File: config.mk
export PLATFORM = sky130hd
export DESIGN_NAME = ece241_q4_seq_ctrl
export DESIGN_NICKNAME = d
export VERILOG_FILES = /design/src/rtl/ece241_q4_seq_ctrl.sv
export SDC_FILE = /design/constraint.sdc
export NUM_CORES = 1
export LEC_CHECK = 0
export ABC_AREA = 0
export CAP_MARGIN = 20
export CORE_UTILIZATION = 56
export DETAILED_ROUTE_END_ITERATION = 8
export PLACE_DENSITY_LB_ADDON = 0.15
export RECOVER_POWER = 25
export REMOVE_ABC_BUFFERS = 1
export SYNTH_ARGS = -nofsm -noshare
export SYNTH_HDL_FRONTEND = slang
export SYNTH_SLANG_ARGS = --single-unit
File: constraint.sdc
create_clock -name clk -period 5.45 [get_ports clk]
set_input_delay 1.3625 -clock clk [delete_from_list [all_inputs] [get_ports clk]]
set_output_delay 1.3625 -clock clk [all_outputs]
set_load 0.05 [all_outputs]
File: src/rtl/ece241_q4_seq_ctrl.sv
// Sequencer that clears, drives and observes a private three-flop datapath,
// counting the cycles in which its output z is high and reporting via done/ack.
module ece241_q4_seq_ctrl #(
  parameter int unsigned PAT_W = 16,
  parameter int unsigned CNT_W = 5
) (
  input  logic             clk,
  input  logic             aresetn,
  input  logic             start,
  input  logic [PAT_W-1:0] pattern,
  input  logic [CNT_W-1:0] len,
  input  logic             ack,
  output logic             busy,
  output logic             done,
  output logic             x_out,
  output logic             z_obs,
  output logic [CNT_W-1:0] z_count,
  output logic             z_last
);

  typedef enum logic [1:0] {
    IDLE  = 2'd0,
    CLEAR = 2'd1,
    RUN   = 2'd2,
    DONE  = 2'd3
  } state_e;

  state_e             state_q, state_d;
  logic [PAT_W-1:0]   pat_q, pat_d;
  logic [CNT_W-1:0]   rem_q, rem_d;
  logic [2:0]         q_q, q_d;
  logic               busy_q, busy_d;
  logic               done_q, done_d;
  logic               x_q, x_d;
  logic [CNT_W-1:0]   cnt_q, cnt_d;
  logic               last_q, last_d;
  logic               z_c;
  logic [2:0]         q_upd_c;

  // Datapath: q_q = {q1, q2, q3}
  assign z_c     = ~(|q_q);
  assign q_upd_c = {x_q ^ q_q[2], x_q & ~q_q[1], x_q | ~q_q[0]};

  always_ff @(posedge clk or negedge aresetn) begin
    if (!aresetn) begin
      state_q <= IDLE;
      pat_q   <= '0;
      rem_q   <= '0;
      q_q     <= 3'b000;
      busy_q  <= 1'b0;
      done_q  <= 1'b0;
      x_q     <= 1'b0;
      cnt_q   <= '0;
      last_q  <= 1'b0;
    end else begin
      state_q <= state_d;
      pat_q   <= pat_d;
      rem_q   <= rem_d;
      q_q     <= q_d;
      busy_q  <= busy_d;
      done_q  <= done_d;
      x_q     <= x_d;
      cnt_q   <= cnt_d;
      last_q  <= last_d;
    end
  end

  // pat_q shifts right so bit 0 always holds the next x to apply;
  // rem_q counts the RUN cycles still to go.
  always_comb begin
    state_d = state_q;
    pat_d   = pat_q;
    rem_d   = rem_q;
    q_d     = q_q;
    x_d     = x_q;
    cnt_d   = cnt_q;
    last_d  = last_q;

    case (state_q)
      IDLE: begin
        if (start) begin
          pat_d   = pattern;
          rem_d   = (len > CNT_W'(PAT_W)) ? CNT_W'(PAT_W) : len;
          x_d     = 1'b0;
          state_d = CLEAR;
        end
      end
      CLEAR: begin
        q_d   = 3'b000;
        cnt_d = '0;
        if (rem_q == '0) begin
          last_d  = 1'b1;
          x_d     = 1'b0;
          state_d = DONE;
        end else begin
          x_d     = pat_q[0];
          pat_d   = pat_q >> 1;
          state_d = RUN;
        end
      end
      RUN: begin
        q_d   = q_upd_c;
        rem_d = rem_q - CNT_W'(1);
        if (z_c) begin
          cnt_d = cnt_q + CNT_W'(1);
        end
        if (rem_q == CNT_W'(1)) begin
          last_d  = ~(|q_upd_c);
          x_d     = 1'b0;
          state_d = DONE;
        end else begin
          x_d   = pat_q[0];
          pat_d = pat_q >> 1;
        end
      end
      DONE: begin
        if (ack) begin
          state_d = IDLE;
        end
      end
      default: state_d = IDLE;
    endcase

    busy_d = (state_d == CLEAR) || (state_d == RUN);
    done_d = (state_d == DONE);
  end

  assign busy    = busy_q;
  assign done    = done_q;
  assign x_out   = x_q;
  assign z_obs   = z_c;
  assign z_count = cnt_q;
  assign z_last  = last_q;

endmodule

==> results_dict.tcl <==
set metrics [dict create \
    first_global_vias 1503 \
    ys_warn_count 0 \
    hold_depth 2 \
    timing.rr.end "pat_q[5]$_DFFE_PN0P_" \
    ff2ff_setup_slack_ns 2.94 \
    numCtsBuffers 5 \
    worstPathArrival_ns 2.06 \
    synth_edf_count 0 \
    core_area_mm2 0.003153 \
    crit_family "buffers and inverters" \
    hold_path_end "pat_q[12]$_DFFE_PN0P_" \
    die_h_um 60.47 \
    synthFlopType "dfrtp_1" \
    power.total_uw 1393 \
    async_reset_ff_frac 1.000 \
    cp-startpoint "q_q[1]$_DFFE_PN0N_" \
    power_density_mw_per_mm2 602.1 \
    drt-initial-drc-count 84 \
    rsz0062_at_grt "no" \
    ys_types 42 \
    vias_per_cell 5.566 \
    cts_setup_buffers 0 \
    portBuffers 34 \
    hp-start "pat_q[12]$_DFFE_PN0P_" \
    holdWs_ns 0.4949 \
    grt_antenna_before_repair 0 \
    grt_use_total 0.2398 \
    cp-start-kind "register" \
    synthCells 189 \
    cts_hold_repair.buffers 0 \
    cp_num_buf_inv 1 \
    dieArea_mm2 0.003656 \
    tns_ns 0 \
    crit_chain "nor3_2, clkdlybuf4s50_1" \
    ant_nets 0 \
    synth_area_mm2 0.001914 \
    violations "capacitance limit, slew limit" \
    pre_cts_ws_ns 2.416 \
    drc 0 \
    r2r_cells 5 \
    final-hold-violation-count 0 \
    setup_viol 0 \
    globalplace.congestion 0.8248 \
    clock_path_buffers 2 \
    multi_input_area_um2 939.7 \
    finalCriticalPeriod_ns 3.421 \
    worst_slack_ns 2.029 \
    status "finished with violations" \
    drtPass1Iterations 4 \
    area.growth.synth_to_final_pct 20.85 \
    yosysSeqAreaShare 0.4575 \
    final_util 0.7337 \
    fmax_ghz 0.2923 \
    critical_path.max_stage_delay_ns 0.89 \
    critPathRequiredTime_ns 4.09 \
    hpwl_um 2657 \
    maxSlewViolCount 36 \
    fp-row-count 20 \
    p_leak_uw 0.001017 \
    seq_area_um2 875.8 \
    grt_max_degree 36 \
    root_buffer "clkbuf_4" \
    hold_class "reg -> reg" \
    vdd_ir_drop_max_mv 0.3900 \
    min_period_over_period 0.6278 \
    grt_pass1_wl_um 6341 \
    avgRoutedWirePerCell_um 13.93 \
    cp_max_fo 6 \
    drive_gt1_frac 0.06726 \
    antenna_cells 0 \
    nNetsFinal 256 \
    slew_headroom -0.2293 \
    syn_area_per_cell_um2 10.13 \
    critPathSlowestCell "clkdlybuf4s50_1" \
    fin_skew_ns 0.01059 \
    synth.ff_latch_count 35 \
    n_fill_cell 256 \
    vias 1486 \
    reg2reg_from "state_q[0]$_DFF_PN0_" \
    start_util 0.6071 \
    worstMarginPinSlew_ns 1.844 \
    critPathKind "reg -> out" \
    num_io_pins 35 \
    routed_wl_um 3718 \
    die_w_um 60.47 \
    cts.sinks 35 \
    grt_overflow_total 0 \
    cts_tree "built" \
    clk_pin_slew_ns 0.11 \
    clkLatencyLatePin_ns 0.34 \
    cts_resized 0 \
    maxCapViolCount 1 \
    endpoint_kind "output port" \
    cts_max_level 2 \
]
-- placed cells by master (no fill, tap or decap), types with 6 or more instances in the layout --
master           Yosys  layout
o21ai_0             23      23
ha_1                 9       9
nand2_1             19      19
inv_1               11      11
dfrtp_1             35      35
nor2b_1              8       8
mux2i_1             16      16
clkdlybuf4s50_1      0      33
a21oi_1              6       6
-- metal layers --
layer / track usage / part of all wire / vias to the layer above
li1: - / - / 730
met1: 0.2769 / 0.44 / 716
met2: 0.4113 / 0.50 / 34
met3: 0.07249 / 0.044 / 6
met4: 0.1071 / 0.020 / 0
met5: 0 / 0 / -
-- synthesized netlist by cell type, drive strengths merged, types with 3 or more instances --
master | instances | area [µm²]
a21oi | 6 | 30.03
mux2i | 16 | 160.2
xor2 | 3 | 26.28
buf | 7 | 50.05
nor2b | 8 | 50.05
ha | 9 | 112.6
dfrtp | 35 | 875.8
nor3 | 3 | 20.02
nand2 | 19 | 71.32
nor2 | 5 | 18.77
inv | 11 | 41.29
a2bb2oi | 3 | 26.28
a22o | 3 | 26.28
o21ai | 27 | 146.4
nand2b | 4 | 25.02
-- report_power, final --
part           internal [µW]  switching, µW  total, µW
clock network           49.2           90.9        140
registers                373           80.0        453
logic                    328            472        800
total                    750            643       1390
-- through the flow --
step / instances / cell area (µm²)
after global routing: 267 / 2313
after detailed placement: 259 / 2260
final: 267 / 2313
after CTS: 267 / 2317
after floorplan: 180 / 1857
after global placement: 259 / 2260
-- how the worst max path moves through the flow --
stage | end | slack [ns] | depth (start not counted)
4_1_cts | z_obs | 2.01 | 2
5_1_grt | rem_q[1]$_DFFE_PN0P_ | 1.89 | 2
6_report | z_obs | 2.03 | 2
2_1_floorplan | z_obs | 2.86 | 1
3_3_place_gp | z_obs | 2.48 | 2
3_5_place_dp | z_obs | 2.42 | 2
-- state kept, by name, indices dropped and copies added (netlist names) --
signal / flops
done: 1
q_q: 3
rem_q: 5
z_count: 5
x_out: 1
pat_q: 16
state_q: 2
z_last: 1
busy: 1
-- logic make-up (layout without fill, tap and decap cells) --
kind of cell / count (synthesis) / count (layout) / share of synthesized area
AOI/OAI and AO/OA: 52 / 52 / 0.1726
xor gates and xnor gates: 4 / 4 / 0.01830
adders and majority gates: 9 / 9 / 0.05882
buffers and inverters: 20 / 54 / 0.05164
DFF: 35 / 35 / 0.4575
muxes: 18 / 18 / 0.09542
and+or+nand+nor: 51 / 51 / 0.1458
-- tightest hold or removal path: stages (launching register included) --
cell and delay (ns):
dfrtp_1 0.35, nand2_1 0.05, o21ai_0 0.06
-- area by class of cell --
| class | count | area share |
|---|---|---|
| Tap cell | 44 | 0.02380 |
| Multi-Input combinational cell | 134 | 0.4062 |
| Clock buffer | 5 | 0.01622 |
| Inverter | 11 | 0.01785 |
| Timing Repair Buffer | 35 | 0.1487 |
| Sequential cell | 35 | 0.3786 |
| Clock inverter | 3 | 0.008653 |
(Power assumes the default switching activity.)
